**config.mk**
```make
export PLATFORM = sky130hd
export DESIGN_NAME = kp_midi_note_ctrl
export DESIGN_NICKNAME = d
export VERILOG_FILES = /design/src/rtl/kp_pkg.sv /design/src/rtl/kp_note_rom.sv /design/src/rtl/kp_midi_note_ctrl.sv
export SDC_FILE = /design/constraint.sdc
export NUM_CORES = 1
export LEC_CHECK = 0
export BUFFER_PORTS_ARGS = -buffer_cell sky130_fd_sc_hd__buf_2
export CAP_MARGIN = 20
export CELL_PAD_IN_SITES_DETAIL_PLACEMENT = 0
export CELL_PAD_IN_SITES_GLOBAL_PLACEMENT = 2
export CORE_MARGIN = 2
export CORE_UTILIZATION = 39
export CTS_BUF_LIST = sky130_fd_sc_hd__clkbuf_2 sky130_fd_sc_hd__clkbuf_4 sky130_fd_sc_hd__clkbuf_8
export CTS_CLUSTER_SIZE = 25
export DETAILED_ROUTE_END_ITERATION = 8
export PLACE_DENSITY_LB_ADDON = 0.1
export SLEW_MARGIN = 20
export SYNTH_ARGS = -nofsm -noshare
export SYNTH_HDL_FRONTEND = slang
export SYNTH_HIERARCHICAL = 1
export SYNTH_SLANG_ARGS = --single-unit
```
**constraint.sdc**
```tcl
create_clock -name m_clk -period 2.8 [get_ports m_clk]
set_input_delay 0.56 -clock m_clk [delete_from_list [all_inputs] [get_ports m_clk]]
set_output_delay 0.56 -clock m_clk [all_outputs]
set_load 0.1 [all_outputs]
```
**src/rtl/kp_pkg.sv**
```systemverilog
`default_nettype none
// +----------------------------------------------------------------------+
// | kp_pkg : shared types and MIDI constants for the Karplus-Strong      |
// |          note-control slice                                          |
// | Revision: 1.0                                                        |
// +----------------------------------------------------------------------+
package kp_pkg;

  typedef enum logic [1:0] {
    P_IDLE = 2'd0,
    P_D1   = 2'd1,
    P_D2   = 2'd2
  } parse_state_t;

  typedef enum logic [1:0] {
    T_IDLE = 2'd0,
    T_LOAD = 2'd1,
    T_HOLD = 2'd2,
    T_GAP  = 2'd3
  } trig_state_t;

  typedef logic [11:0] delay_len_t;

  localparam logic [7:0] KP_MIDI_NOTE_ON    = 8'h90;
  localparam logic [7:0] KP_MIDI_SYS_COMMON = 8'hF0;
  localparam logic [7:0] KP_MIDI_REALTIME   = 8'hF8;

  localparam logic [6:0] KP_NOTE_LO = 7'd21;
  localparam logic [6:0] KP_NOTE_HI = 7'd108;

endpackage

`default_nettype wire

```
**src/rtl/kp_note_rom.sv**
```systemverilog
`default_nettype none
// +----------------------------------------------------------------------+
// | kp_note_rom : 88 x 12 synchronous pitch table, round(96000 / f(n)),   |
// |               addressed by (note - 21), one cycle read latency        |
// | Revision: 1.0                                                        |
// +----------------------------------------------------------------------+
module kp_note_rom
  import kp_pkg::*;
(
  input  logic       m_clk,
  input  logic [6:0] i_addr,
  output delay_len_t o_data
);

  delay_len_t w_data;
  delay_len_t r_data;

  // One octave per row group: each row of twelve halves the length of the one above
  always_comb begin
    w_data = '0;
    case (i_addr)
      7'd0:  w_data = 12'd3491;
      7'd1:  w_data = 12'd3295; 7'd2:  w_data = 12'd3110; 7'd3:  w_data = 12'd2935; 7'd4:  w_data = 12'd2771;
      7'd5:  w_data = 12'd2615; 7'd6:  w_data = 12'd2468; 7'd7:  w_data = 12'd2330; 7'd8:  w_data = 12'd2199;
      7'd9:  w_data = 12'd2076; 7'd10: w_data = 12'd1959; 7'd11: w_data = 12'd1849; 7'd12: w_data = 12'd1745;
      7'd13: w_data = 12'd1647; 7'd14: w_data = 12'd1555; 7'd15: w_data = 12'd1468; 7'd16: w_data = 12'd1385;
      7'd17: w_data = 12'd1308; 7'd18: w_data = 12'd1234; 7'd19: w_data = 12'd1165; 7'd20: w_data = 12'd1100;
      7'd21: w_data = 12'd1038; 7'd22: w_data = 12'd980;  7'd23: w_data = 12'd925;  7'd24: w_data = 12'd873;
      7'd25: w_data = 12'd824;  7'd26: w_data = 12'd778;  7'd27: w_data = 12'd734;  7'd28: w_data = 12'd693;
      7'd29: w_data = 12'd654;  7'd30: w_data = 12'd617;  7'd31: w_data = 12'd582;  7'd32: w_data = 12'd550;
      7'd33: w_data = 12'd519;  7'd34: w_data = 12'd490;  7'd35: w_data = 12'd462;  7'd36: w_data = 12'd436;
      7'd37: w_data = 12'd412;  7'd38: w_data = 12'd389;  7'd39: w_data = 12'd367;  7'd40: w_data = 12'd346;
      7'd41: w_data = 12'd327;  7'd42: w_data = 12'd309;  7'd43: w_data = 12'd291;  7'd44: w_data = 12'd275;
      7'd45: w_data = 12'd259;  7'd46: w_data = 12'd245;  7'd47: w_data = 12'd231;  7'd48: w_data = 12'd218;
      7'd49: w_data = 12'd206;  7'd50: w_data = 12'd194;  7'd51: w_data = 12'd183;  7'd52: w_data = 12'd173;
      7'd53: w_data = 12'd163;  7'd54: w_data = 12'd154;  7'd55: w_data = 12'd146;  7'd56: w_data = 12'd137;
      7'd57: w_data = 12'd130;  7'd58: w_data = 12'd122;  7'd59: w_data = 12'd116;  7'd60: w_data = 12'd109;
      7'd61: w_data = 12'd103;  7'd62: w_data = 12'd97;   7'd63: w_data = 12'd92;   7'd64: w_data = 12'd87;
      7'd65: w_data = 12'd82;   7'd66: w_data = 12'd77;   7'd67: w_data = 12'd73;   7'd68: w_data = 12'd69;
      7'd69: w_data = 12'd65;   7'd70: w_data = 12'd61;   7'd71: w_data = 12'd58;   7'd72: w_data = 12'd55;
      7'd73: w_data = 12'd51;   7'd74: w_data = 12'd49;   7'd75: w_data = 12'd46;   7'd76: w_data = 12'd43;
      7'd77: w_data = 12'd41;   7'd78: w_data = 12'd39;   7'd79: w_data = 12'd36;   7'd80: w_data = 12'd34;
      7'd81: w_data = 12'd32;   7'd82: w_data = 12'd31;   7'd83: w_data = 12'd29;   7'd84: w_data = 12'd27;
      7'd85: w_data = 12'd26;   7'd86: w_data = 12'd24;   7'd87: w_data = 12'd23;
      default: w_data = '0;
    endcase
  end

  always_ff @(posedge m_clk) begin
    r_data <= w_data;
  end

  assign o_data = r_data;

endmodule

`default_nettype wire

```
**src/rtl/kp_midi_note_ctrl.sv**
```systemverilog
`default_nettype none
// +----------------------------------------------------------------------+
// | kp_midi_note_ctrl : MIDI note-on parser and held trigger generator    |
// |   for the Karplus-Strong voice. Define KP_VEL_CURVE_EN for the        |
// |   squared velocity curve; linear velocity otherwise.                  |
// | Revision: 1.0                                                        |
// +----------------------------------------------------------------------+
module kp_midi_note_ctrl
  import kp_pkg::*;
#(
  parameter int unsigned MIDI_CH   = 0,
  parameter int unsigned TRIG_HOLD = 32768,
  parameter int unsigned TRIG_GAP  = 32768
) (
  input  logic       m_clk,
  input  logic       reset_n,
  input  logic [7:0] rx_data,
  input  logic       rx_valid,
  output logic       trig,
  output logic [6:0] velocity,
  output delay_len_t delay_length,
  output logic [6:0] note,
  output logic       busy
);

  localparam logic [7:0]  c_note_on_ch = KP_MIDI_NOTE_ON | {4'h0, MIDI_CH[3:0]};
  localparam logic [15:0] c_hold_rld   = 16'(TRIG_HOLD - 1);
  localparam logic [15:0] c_gap_rld    = 16'(TRIG_GAP - 1);

  // ---------------- parser ----------------
  parse_state_t r_p_state, w_p_next;
  logic [6:0]   r_note_rx;
  logic         w_is_data, w_vel_evt, w_in_range;

  assign w_is_data  = rx_valid && !rx_data[7];
  assign w_vel_evt  = w_is_data && (r_p_state == P_D2);
  assign w_in_range = (r_note_rx >= KP_NOTE_LO) && (r_note_rx <= KP_NOTE_HI);

  // P_D1/P_D2 double as the running-status flag: only note-on status leaves P_IDLE
  always_comb begin
    w_p_next = r_p_state;
    if (rx_valid) begin
      if (rx_data >= KP_MIDI_REALTIME)        w_p_next = r_p_state;
      else if (rx_data >= KP_MIDI_SYS_COMMON) w_p_next = P_IDLE;
      else if (rx_data == c_note_on_ch)       w_p_next = P_D1;
      else if (rx_data[7])                    w_p_next = P_IDLE;
      else begin
        case (r_p_state)
          P_D1:    w_p_next = P_D2;
          P_D2:    w_p_next = P_D1;
          default: w_p_next = P_IDLE;
        endcase
      end
    end
  end

  always_ff @(posedge m_clk) begin
    if (!reset_n) begin
      r_p_state <= P_IDLE;
      r_note_rx <= '0;
    end else begin
      r_p_state <= w_p_next;
      if (w_is_data && (r_p_state == P_D1)) r_note_rx <= rx_data[6:0];
    end
  end

  // ---------------- candidate stage (ROM read cycle) ----------------
  delay_len_t w_rom_data;
  logic       r_cand_vld;
  logic [6:0] r_cand_note, r_cand_vel;

  kp_note_rom u_rom (
    .m_clk  (m_clk),
    .i_addr (r_note_rx - KP_NOTE_LO),
    .o_data (w_rom_data)
  );

  always_ff @(posedge m_clk) begin
    if (!reset_n) begin
      r_cand_vld  <= 1'b0;
      r_cand_note <= '0;
      r_cand_vel  <= '0;
    end else begin
      r_cand_vld <= w_vel_evt && (rx_data[6:0] != 7'd0) && w_in_range;
      if (w_vel_evt) begin
        r_cand_note <= r_note_rx;
        r_cand_vel  <= rx_data[6:0];
      end
    end
  end

  // ---------------- trigger FSM ----------------
  trig_state_t r_t_state, w_t_next;
  logic [15:0] r_cnt;
  logic        r_pend_vld;
  logic [6:0]  r_pend_note, r_pend_vel, w_vel_out;
  delay_len_t  r_pend_len;
  logic        r_trig, r_busy;
  logic [6:0]  r_velocity, r_note;
  delay_len_t  r_delay_length;

`ifdef KP_VEL_CURVE_EN
  logic [6:0] w_vel_curve;
  assign w_vel_curve = 7'(({7'd0, r_pend_vel} * {7'd0, r_pend_vel}) >> 7);
  assign w_vel_out   = (w_vel_curve == 7'd0) ? 7'd1 : w_vel_curve;
`else
  assign w_vel_out = r_pend_vel;
`endif

  always_comb begin
    w_t_next = r_t_state;
    case (r_t_state)
      T_IDLE:  if (r_cand_vld || r_pend_vld) w_t_next = T_LOAD;
      T_LOAD:  w_t_next = T_HOLD;
      T_HOLD:  if (r_cnt == 16'd0) w_t_next = T_GAP;
      T_GAP:   if (r_cnt == 16'd0) w_t_next = r_pend_vld ? T_LOAD : T_IDLE;
      default: w_t_next = T_IDLE;
    endcase
  end

  always_ff @(posedge m_clk) begin
    if (!reset_n) begin
      r_t_state <= T_IDLE;
      r_cnt     <= '0;
    end else begin
      r_t_state <= w_t_next;
      if (w_t_next != r_t_state) begin
        case (w_t_next)
          T_HOLD:  r_cnt <= c_hold_rld;
          T_GAP:   r_cnt <= c_gap_rld;
          default: r_cnt <= '0;
        endcase
      end else if (r_cnt != 16'd0) begin
        r_cnt <= r_cnt - 16'd1;
      end
    end
  end

  // Every accepted note lands in the slot; T_LOAD drains it unless a newer one arrives
  always_ff @(posedge m_clk) begin
    if (!reset_n) begin
      r_pend_vld     <= 1'b0;
      r_pend_note    <= '0;
      r_pend_vel     <= '0;
      r_pend_len     <= '0;
      r_trig         <= 1'b1;
      r_busy         <= 1'b0;
      r_velocity     <= '0;
      r_note         <= '0;
      r_delay_length <= '0;
    end else begin
      r_trig <= (r_t_state != T_HOLD);
      r_busy <= (r_t_state == T_HOLD) || (r_t_state == T_GAP);
      if (r_t_state == T_LOAD) begin
        r_note         <= r_pend_note;
        r_velocity     <= w_vel_out;
        r_delay_length <= r_pend_len;
      end
      if (r_cand_vld) begin
        r_pend_vld  <= 1'b1;
        r_pend_note <= r_cand_note;
        r_pend_vel  <= r_cand_vel;
        r_pend_len  <= w_rom_data;
      end else if (r_t_state == T_LOAD) begin
        r_pend_vld <= 1'b0;
      end
    end
  end

  assign trig         = r_trig;
  assign busy         = r_busy;
  assign velocity     = r_velocity;
  assign note         = r_note;
  assign delay_length = r_delay_length;

endmodule

`default_nettype wire

```
Yosys cells after proc, flatten, opt, wreduce, memory -nomap -nowiden
Memory sizes are Yosys's and may differ from the RTL's. A register that Yosys moved wholly into a read port is not among the register bits.
Cells that the tools add are included.
Storage, ports and cells
  bits in registers: 97
  bits in latches: 0
  RAM bits: 0
  bits in read-only memories: 1536
  input bits: 11
  output and inout bits: 28
  word-level logic and storage cells: 65
  memories kept: 1
Operators by class
  add/sub/neg operators: 2
  $mul: 0
  div/mod/pow operators: 0
  order comparisons: 4
  eq/ne operators: 10
  shifts and indexed selects: 0
  multiplexer cells: 14
  bitwise operators: 1
  reductions and logical operators: 17
Memories
  (no name shown): depth 128, width 12, rd ports 1, clocked after Yosys merged registers in 1, wr ports 0, line kp_note_rom.sv:21  | case (i_addr)
Operators by type and width (number)
  $mux 16: 2
  $ge 8x8->1 const B: 2
  $logic_not 16->1: 1
  $reduce_bool 16->1: 1
  $sub 16x1->16 const B: 1
  $mux 15: 1
  $mux 2: 6
  $eq 2x2->1 const B: 5
  $eq 8x8->1 const B: 1
  $pmux 2 s4: 1
  $ge 7x5->1 const B: 1
  $le 7x7->1 const B: 1
  $reduce_bool 7->1: 1
  $sub 7x5->7 const B: 1
  $logic_and 1x1->1: 6
  $eq 2x1->1 const B: 2
  $pmux 2 s2: 1
  $reduce_bool 2->1: 2
  $mux 1: 3
  $logic_not 2->1: 1
  $logic_or 1x1->1: 2
  $ne 2x2->1: 1
  $ne 2x2->1 const B: 1
  $reduce_and 2->1: 1
  3 further kinds: 3

Longest topological paths before layout
Gate-level depths: netlist of run 1.
  depth in word-level cells: 7
  depth in mapped cells: 12
  gate-level depth less buffers: 11

By module
The synthesis of run 1 kept the hierarchy.
By module, submodules not included
  kp_midi_note_ctrl: instances 1, cells each 454, area each 4149.0 sq um, seq. area each 1941.9 sq um
  kp_note_rom: instances 1, cells each 230, area each 1664.1 sq um, seq. area each 240.2 sq um

Worst setup path after synthesis of run 1
No wires, ideal clock.
  path kind: register -> register
  start point: register r_note_rx[0]
  end point: register u_rom.r_data[8] (netlist: u_rom/o_data[8])
  library setup time: 0.131 ns
  arrival time: 2.444 ns
  data required time: 2.669 ns
  path slack: 0.225 ns
  stages on the path, launching flop included: 11
  path buffers: 0
  clock period less this slack: 2.575 ns
  cells stage by stage: dfxtp_1 -> inv_1 -> ha_1 -> inv_1 -> inv_1 -> ha_1 -> or3b_2 -> o221ai_1 -> nor2_1 -> a211oi_1 -> nor3_1
On the way
  word-level cells in the longest chain between the ends: 1
Ends and longest elaborated chain
  from (decl): line kp_midi_note_ctrl.sv:32  | logic [6:0] r_note_rx;
  from (signal assigned): line kp_midi_note_ctrl.sv:63  | if (w_is_data && (r_p_state == P_D1)) r_note_rx <= rx_data[6:0];
  $sub 7x5->7: line kp_midi_note_ctrl.sv:74  | .i_addr (r_note_rx - KP_NOTE_LO),
  to (decl): line kp_note_rom.sv:16  | delay_len_t r_data;
Every way passes these cells.
A chain may end at the register's enable or synchronous reset.

Worst setup path after layout of run 1
  start point: register r_note_rx[0]
  end point: register u_rom.r_data[5] (netlist: u_rom/o_data[5])
The elaborated chain is that of the path after synthesis.

==> results.sh, run 1 <==
export IMPL_drc=0
export IMPL_top_level_ports=39
export IMPL_cpMaxStageDelayCell="sky130_fd_sc_hd__dfxtp_1"
export IMPL_first_global_vias=4529
export IMPL_horiz_die_dim_um=126.1
export IMPL_rsz0062_at_grt="no"
export IMPL_num_nets_final=732
export IMPL_synth_seq_cells=109
export IMPL_cts_reportedPaths_clkPinSlew_ns=0.11
export IMPL_critPathCaptureType="flip-flop"
export IMPL_least_margin_pin_slew_ns=0.5595
export IMPL_synth_area_per_cell_um2=8.499
export IMPL_power_switching_share=0.3102
export IMPL_layout_area_seq_um2=2183
export IMPL_num_vias=4712
export IMPL_worst_skew_ns=0.009906
export IMPL_layout_cells_most_common="sky130_fd_sc_hd__nand2_1"
export IMPL_core_region_area_um2=14530
export IMPL_most_prevalent_standard_cell_on_the_critical_path="sky130_fd_sc_hd__inv_1"
export IMPL_floorplan_rows=44
export IMPL_timing_critical_path_arrival_ns=2.77
export IMPL_yosys_most_used_dff="sky130_fd_sc_hd__dfxtp_1"
export IMPL_gr_usage_all_layers=0.1898
export IMPL_p_comb_frac=0.197
export IMPL_power_leakage_nw=2.401
export IMPL_totalPowerFinal_mw=3.420
export IMPL_relSlewSlack=0.6239
export IMPL_root_buffer="sky130_fd_sc_hd__clkbuf_8"
export IMPL_power_sequential_fraction=0.498
export IMPL_hpwl_after_detailed_placement_um=9766
export IMPL_timing_hold_worst_start="rx_data[1]"
export IMPL_initial_core_util=0.4000
export IMPL_share_of_the_clock_period_used_by_the_worst_path_after_layout=0.8838
export IMPL_floorplan_die_height_um=126.1
export IMPL_max_clock_path_buffers=2
export IMPL_timing_critical_path_from_type="flip-flop"
export IMPL_detailedRoute_firstIterationViolations=273
export IMPL_multiInputGateArea_um2=3329
export IMPL_drv_max_cap_violation_count=0
export IMPL_crit_chain="inv_1 > ha_1 > inv_1 > inv_1 > ha_1 > buf_4 > mux2i_1 > a211oi_1 > a211o_1 > a32o_1"
export IMPL_grt_first_pass_wirelength_um=24340
export IMPL_detail_route_wl_per_cell_um=16.19
export IMPL_ir_drop_uv=412.4
export IMPL_vias_per_cell=5.265
export IMPL_min_path_type="input port to flip-flop"
export IMPL_netSwitchingPower_mw=1.061
export IMPL_worst_endpoint_required_ns=3.09
export IMPL_synth_cell_type_count=72
export IMPL_antenna_found_initial=0
export IMPL_timing_final_setup_violations=0
export IMPL_postSynthNetCount=710
export IMPL_outcome="finished, final reports clean"
export IMPL_internal_power_mw=2.359
export IMPL_power_per_cell_area_nw_per_um2=530.8
export IMPL_path_class="flip-flop to flip-flop"
export IMPL_synth_sequential_area_ratio=0.3754
export IMPL_critical_path_startpoint="r_note_rx[0]"
export IMPL_synth_edff_count=0
export IMPL_critical_path_top_delay_family="adder cells"
export IMPL_gr_total_overflow=0
export IMPL_most_common_layout_cells="124 x sky130_fd_sc_hd__nand2_1, 108 x sky130_fd_sc_hd__dfxtp_1, 42 x sky130_fd_sc_hd__nor2b_1"
export IMPL_synth_async_sr_flop_share=0
export IMPL_area_growth_pct=10.83
export IMPL_pin_count_of_the_biggest_net_entering_global_routing=58
export IMPL_nFillCells=1469
export IMPL_postCtsSetupBuffers=0
export IMPL_post_route_min_period_ns=2.475
export IMPL_cts_resized_gates=0
export IMPL_regToRegStartpoint="r_note_rx[0]"
export IMPL_h_tree_depth=3
export IMPL_tritoncts="done"
export IMPL_final_antenna_net_count=0
export IMPL_synth_cells=684
export IMPL_critPathMaxStageDelay_ns=0.42
export IMPL_postCtsHoldBufs=0
export IMPL_final_setup_tns_ns=0
export IMPL_yosys_warnings=6
export IMPL_diodes=0
export IMPL_critPathBufInv=4
export IMPL_wirelength_um=14490
export IMPL_mappedNetlistArea_um2=5813
export IMPL_worstPathMaxFanout=6
export IMPL_final_hold_violation_count=0
export IMPL_gp_congestion=0.9003
export IMPL_port_buffers=38
export IMPL_tritoncts_num_sinks=109
export IMPL_report_final_slew_viol_count=0
export IMPL_die_area_um2=15900
export IMPL_drive_above_1_share=0.1702
export IMPL_cts_buffers_inserted=9
export IMPL_clkLatencyLatePin_ns=0.39
export IMPL_part_of_the_power_in_the_clock_network=0.306
export IMPL_max_clock_freq_mhz=404.1
export IMPL_dr_pass1_iters=4
-- power by group through the flow --
stage	clock network (mW)	logic, mW	registers (mW)
2_1_floorplan	0	0.588	1.72
3_3_place_gp	0	0.660	1.73
3_5_place_dp	0	0.674	1.74
4_1_cts	1.10	0.679	1.70
5_1_grt	1.15	0.761	1.72
6_report	1.04	0.673	1.70
-- logic make-up after synthesis --
kind of cell    share of synthesized area
compound gates                     0.2030
flops                              0.3754
mux                               0.08265
xor+xnor                          0.02561
simple gates                       0.2239
buf+inv                           0.05725
fa+ha+maj                         0.03229
-- cells in the mapped netlist, types with 3 or more instances --
| cell | instances | area share |
|---|---|---|
| sky130_fd_sc_hd__nand2_1 | 124 | 0.080 |
| sky130_fd_sc_hd__a31oi_1 | 3 | 0.0032 |
| sky130_fd_sc_hd__a21o_1 | 3 | 0.0039 |
| sky130_fd_sc_hd__a21boi_0 | 30 | 0.039 |
| sky130_fd_sc_hd__buf_4 | 4 | 0.0052 |
| sky130_fd_sc_hd__o31ai_1 | 3 | 0.0039 |
| sky130_fd_sc_hd__nor2b_1 | 43 | 0.046 |
| sky130_fd_sc_hd__a21oi_1 | 32 | 0.028 |
| sky130_fd_sc_hd__mux4_2 | 3 | 0.012 |
| sky130_fd_sc_hd__ha_1 | 15 | 0.032 |
| sky130_fd_sc_hd__o21ai_0 | 25 | 0.022 |
| sky130_fd_sc_hd__a32oi_1 | 3 | 0.0045 |
| sky130_fd_sc_hd__nand2b_1 | 11 | 0.012 |
| sky130_fd_sc_hd__dfxtp_1 | 109 | 0.38 |
| sky130_fd_sc_hd__a21boi_1 | 10 | 0.013 |
| sky130_fd_sc_hd__xnor2_1 | 8 | 0.012 |
| sky130_fd_sc_hd__o211ai_1 | 8 | 0.010 |
| sky130_fd_sc_hd__xor2_1 | 9 | 0.014 |
| sky130_fd_sc_hd__o22ai_1 | 3 | 0.0032 |
| sky130_fd_sc_hd__nor4_2 | 4 | 0.0086 |
| sky130_fd_sc_hd__inv_1 | 11 | 0.0071 |
| sky130_fd_sc_hd__clkbuf_1 | 29 | 0.019 |
| sky130_fd_sc_hd__nand4_1 | 3 | 0.0032 |
| sky130_fd_sc_hd__a211oi_1 | 7 | 0.0090 |
| sky130_fd_sc_hd__o31a_1 | 3 | 0.0045 |
| sky130_fd_sc_hd__buf_6 | 5 | 0.0097 |
| sky130_fd_sc_hd__nor2_1 | 40 | 0.026 |
| sky130_fd_sc_hd__nor3_1 | 11 | 0.0095 |
| sky130_fd_sc_hd__nor4_1 | 5 | 0.0054 |
| sky130_fd_sc_hd__buf_2 | 13 | 0.011 |
| sky130_fd_sc_hd__mux2i_1 | 39 | 0.067 |
| sky130_fd_sc_hd__o21a_1 | 7 | 0.0090 |
| sky130_fd_sc_hd__a21oi_2 | 10 | 0.015 |
-- worst register-to-register path, stage by stage, from the launching register on --
cell                       delay (ns)
sky130_fd_sc_hd__dfxtp_1         0.42
sky130_fd_sc_hd__inv_1           0.10
sky130_fd_sc_hd__ha_1            0.29
sky130_fd_sc_hd__inv_1           0.07
sky130_fd_sc_hd__inv_1           0.11
sky130_fd_sc_hd__ha_1            0.37
sky130_fd_sc_hd__buf_4           0.17
sky130_fd_sc_hd__mux2i_1         0.24
sky130_fd_sc_hd__a211oi_1        0.12
sky130_fd_sc_hd__a211o_1         0.28
sky130_fd_sc_hd__a32o_1          0.20
-- path summary, 6_finish.rpt --
kind	end	slack, ns	cells past startpoint
hold reg to reg	r_cand_note[1]	0.46	2
setup / recovery	u_rom/o_data[5]	0.33	10
setup reg to reg	u_rom/o_data[5]	0.33	10
hold / removal	r_cand_vel[1]	0.45	3
-- sequential cells by signal (all words and copies together) (netlist names) --
name,cells
r_t_state,2
u_rom/o_data,12
r_cnt,16
trig,1
note,7
r_cand_vel,7
delay_length,12
r_note_rx,7
r_pend_len,12
r_p_state,2
r_pend_note,7
r_cand_note,7
busy,1
r_pend_vel,7
velocity,7
r_pend_vld,1
r_cand_vld,1
-- metrics by stage --
step / utilization / std cells / worst slack (ns) / hold slack, ns / cell area (um2)
CTS: 0.4433 / 895 / 0.3350 / 0.4203 / 6442
global route: 0.4433 / 895 / 0.1383 / 0.4554 / 6442
floorplan: - / 684 / 0.2249 / 0.4347 / 5813
global placement: 0.4285 / 879 / 0.4307 / 0.4460 / 6228
detailed placement: 0.4285 / 879 / 0.3681 / 0.4484 / 6228
finish: 0.4433 / 895 / 0.3254 / 0.4468 / 6442
-- layer usage --
metal	wire length, um	track usage	up-vias
met2	6460	0.2900	101
met1	7106	0.2702	2191
li1	-	-	2402
met4	286	0.06141	0
met5	0	0	-
met3	636	0.03653	18
-- final cells by class --
cell class | count | share of cell area
tap | 184 | 0.03574
clock inverter | 7 | 0.01398
clock buffer | 9 | 0.01923
inverter | 13 | 0.007768
sequential | 109 | 0.3389
timing repair buffer | 64 | 0.06759
multi-input combinational | 509 | 0.5168
Power figures use the tool's default switching activity.
==> inputs of run 2 (changes only) <==
CORE_ASPECT_RATIO = 1.5   (was unset)
CORE_UTILIZATION = 38   (was 39)
SYNTH_HIERARCHICAL = unset   (was 1)
==> run 2 against run 1 <==
  * Worst hold slack gained 0.019 ns
  * Cell count grew 3.8%
  * Clock-buffer cell count is the same
  * Largest power group unchanged
==> results.sh, run 2 <==
export IMPL_wirelength_um=15950
export IMPL_pin_count_of_the_biggest_net_entering_global_routing=76
export IMPL_ys_top_cells_by_area="sky130_fd_sc_hd__dfxtp_1 37%, sky130_fd_sc_hd__nand2_1 7.1%, sky130_fd_sc_hd__mux2i_1 5.7%"
export IMPL_floorplan_rows=55
export IMPL_diodes=0
export IMPL_final_hold_violation_count=0
export IMPL_vias_per_cell=5.360
export IMPL_hold_ws_ns=0.4657
export IMPL_num_nets_final=750
export IMPL_initial_core_util=0.3877
export IMPL_clkLatencyLatePin_ns=0.38
export IMPL_synth_cell_type_count=74
export IMPL_gp_congestion=0.9191
export IMPL_grt_first_pass_wirelength_um=25860
export IMPL_cell_with_the_most_instances_after_synthesis="sky130_fd_sc_hd__nand2_1"
export IMPL_detailedRoute_firstIterationViolations=203
export IMPL_cts_resized_gates=0
export IMPL_final_instance_count_excl_fill=929
export IMPL_worst_skew_ns=0.01904
export IMPL_placement_cell_area_um2=6315
export IMPL_final_setup_tns_ns=0
export IMPL_die_area_um2=16400
export IMPL_min_path_type="flip-flop to flip-flop"
export IMPL_path_class="flip-flop to flip-flop"
export IMPL_synth_async_sr_flop_share=0
export IMPL_yosys_most_used_dff="sky130_fd_sc_hd__dfxtp_1"
export IMPL_top_level_ports=39
export IMPL_floorplan_die_height_um=155.9
export IMPL_worstPathMaxFanout=24
export IMPL_max_clock_path_buffers=2
export IMPL_final_antenna_net_count=0
export IMPL_postCtsSetupBuffers=0
export IMPL_gr_usage_all_layers=0.1982
export IMPL_layout_cells_most_common="sky130_fd_sc_hd__nand2_1"
export IMPL_power_per_cell_area_nw_per_um2=510.3
export IMPL_hpwl_after_detailed_placement_um=12090
export IMPL_share_of_the_clock_period_used_by_the_worst_path_after_layout=0.9173
export IMPL_root_buffer="sky130_fd_sc_hd__clkbuf_8"
export IMPL_top_reg_by_flops="r_cnt"
export IMPL_critPathCaptureType="flip-flop"
export IMPL_post_route_min_period_ns=2.569
export IMPL_least_margin_pin_slew_ns=0.8221
export IMPL_layout_cell_area_non_filler_um2=6526
export IMPL_detailedPlace_worstSlack_ns=0.2596
export IMPL_tritoncts_num_sinks=109
export IMPL_worst_endpoint_required_ns=3.07
export IMPL_power_leakage_nw=2.321
export IMPL_core_region_area_um2=15070
export IMPL_layout_core_utilization=0.4330
export IMPL_rsz0062_at_grt="no"
export IMPL_report_final_slew_viol_count=0
export IMPL_synth_seq_cells=109
export IMPL_outcome="finished, final reports clean"
export IMPL_synth_area_per_cell_um2=8.407
export IMPL_area_growth_pct=11.69
export IMPL_gr_total_overflow=0
export IMPL_tritoncts="done"
export IMPL_max_clock_freq_mhz=389.3
export IMPL_synth_sequential_area_ratio=0.3734
export IMPL_postSynthNetCount=720
export IMPL_cts_reportedPaths_clkPinSlew_ns=0.12
export IMPL_yosys_area_top_type_share=0.3734
export IMPL_detail_route_wl_per_cell_um=17.17
export IMPL_totalPowerFinal_mw=3.330
export IMPL_most_common_layout_cells="110 x sky130_fd_sc_hd__nand2_1, 109 x sky130_fd_sc_hd__dfxtp_1, 50 x sky130_fd_sc_hd__nor2_1"
export IMPL_h_tree_depth=3
export IMPL_antenna_found_initial=0
export IMPL_num_vias=4979
export IMPL_port_buffers=38
export IMPL_relSlewSlack=0.4462
export IMPL_timing_critical_path_from_type="flip-flop"
export IMPL_synth_edff_count=0
export IMPL_largest_register_ffs=16
export IMPL_timing_critical_path_arrival_ns=2.83
export IMPL_synth_cells=695
export IMPL_placed_cells_incl_taps=913
export IMPL_mappedNetlistArea_um2=5843
export IMPL_horiz_die_dim_um=105.2
export IMPL_cell_type_with_the_highest_aggregate_area_in_the_netlist="sky130_fd_sc_hd__dfxtp_1"
export IMPL_drc=0
export IMPL_postCtsHoldBufs=0
export IMPL_cts_buffers_inserted=9
export IMPL_dr_pass1_iters=5
export IMPL_ir_drop_uv=266.8
export IMPL_first_global_vias=4827
export IMPL_yosys_top_cells_count="110 x sky130_fd_sc_hd__nand2_1, 109 x sky130_fd_sc_hd__dfxtp_1, 50 x sky130_fd_sc_hd__nor2_1, 40 x sky130_fd_sc_hd__a21boi_0, 40 x sky130_fd_sc_hd__nor2b_1"
export IMPL_timing_final_setup_violations=0
export IMPL_finalWorstSetupSlack_ns=0.2314
export IMPL_drive_above_1_share=0.1685
export IMPL_drv_max_cap_violation_count=0
export IMPL_yosys_warnings=0
run 2: metal layers:
metal  global-route usage  vias to the layer above  part of all wire
met2               0.3512                      126              0.51
met1               0.2223                     2315              0.41
met3              0.02799                       42             0.029
met4               0.1225                        0             0.050
met5                    0                        -                 0
li1                     -                     2496                 -
run 2: kinds of logic after synthesis:
logic type,count (synthesis),synth area share
buffers and inverters,67,0.05225
xor gates and xnor gates,18,0.03341
DFF,109,0.3734
adders and majority gates,14,0.02998
AOI/OAI and AO/OA,188,0.2283
muxes,36,0.06617
and+or+nand+nor,263,0.2165
run 2: final timing paths:
path | start | end | slack, ns | cells past startpoint
max | r_note_rx[0] | u_rom.o_data[2] | 0.23 | 11
min | velocity[5] | velocity[5] | 0.47 | 2
max reg2reg | r_note_rx[0] | u_rom.o_data[2] | 0.23 | 11
min reg2reg | velocity[5] | velocity[5] | 0.47 | 2
run 2: cell type report:
cell class,count,area (um2)
fill,1507,8544
clock buffer,9,123.9
inverter,14,57.56
clock inverter,7,87.58
tap,199,249.0
sequential,109,2182
timing repair buffer,72,457.9
multi-input combinational,519,3368
run 2: worst max-delay path, stage by stage, from the launching register on:
cell and delay [ns]:
sky130_fd_sc_hd__dfxtp_1 0.38, sky130_fd_sc_hd__clkinv_1 0.09, sky130_fd_sc_hd__ha_1 0.23, sky130_fd_sc_hd__clkinv_2 0.07
sky130_fd_sc_hd__ha_4 0.23, sky130_fd_sc_hd__buf_4 0.23, sky130_fd_sc_hd__nand2_1 0.28, sky130_fd_sc_hd__nor2_1 0.09
sky130_fd_sc_hd__o2111a_1 0.24, sky130_fd_sc_hd__o21ai_0 0.20, sky130_fd_sc_hd__a31oi_1 0.13, sky130_fd_sc_hd__a211oi_1 0.26
run 2: power breakdown:
group          internal (mW)  total [mW]  switching [mW]
Sequential              1.62        1.70          0.0755
Clock                  0.436        1.01           0.574
Combinational          0.301       0.623           0.322
Total                   2.36        3.33           0.971
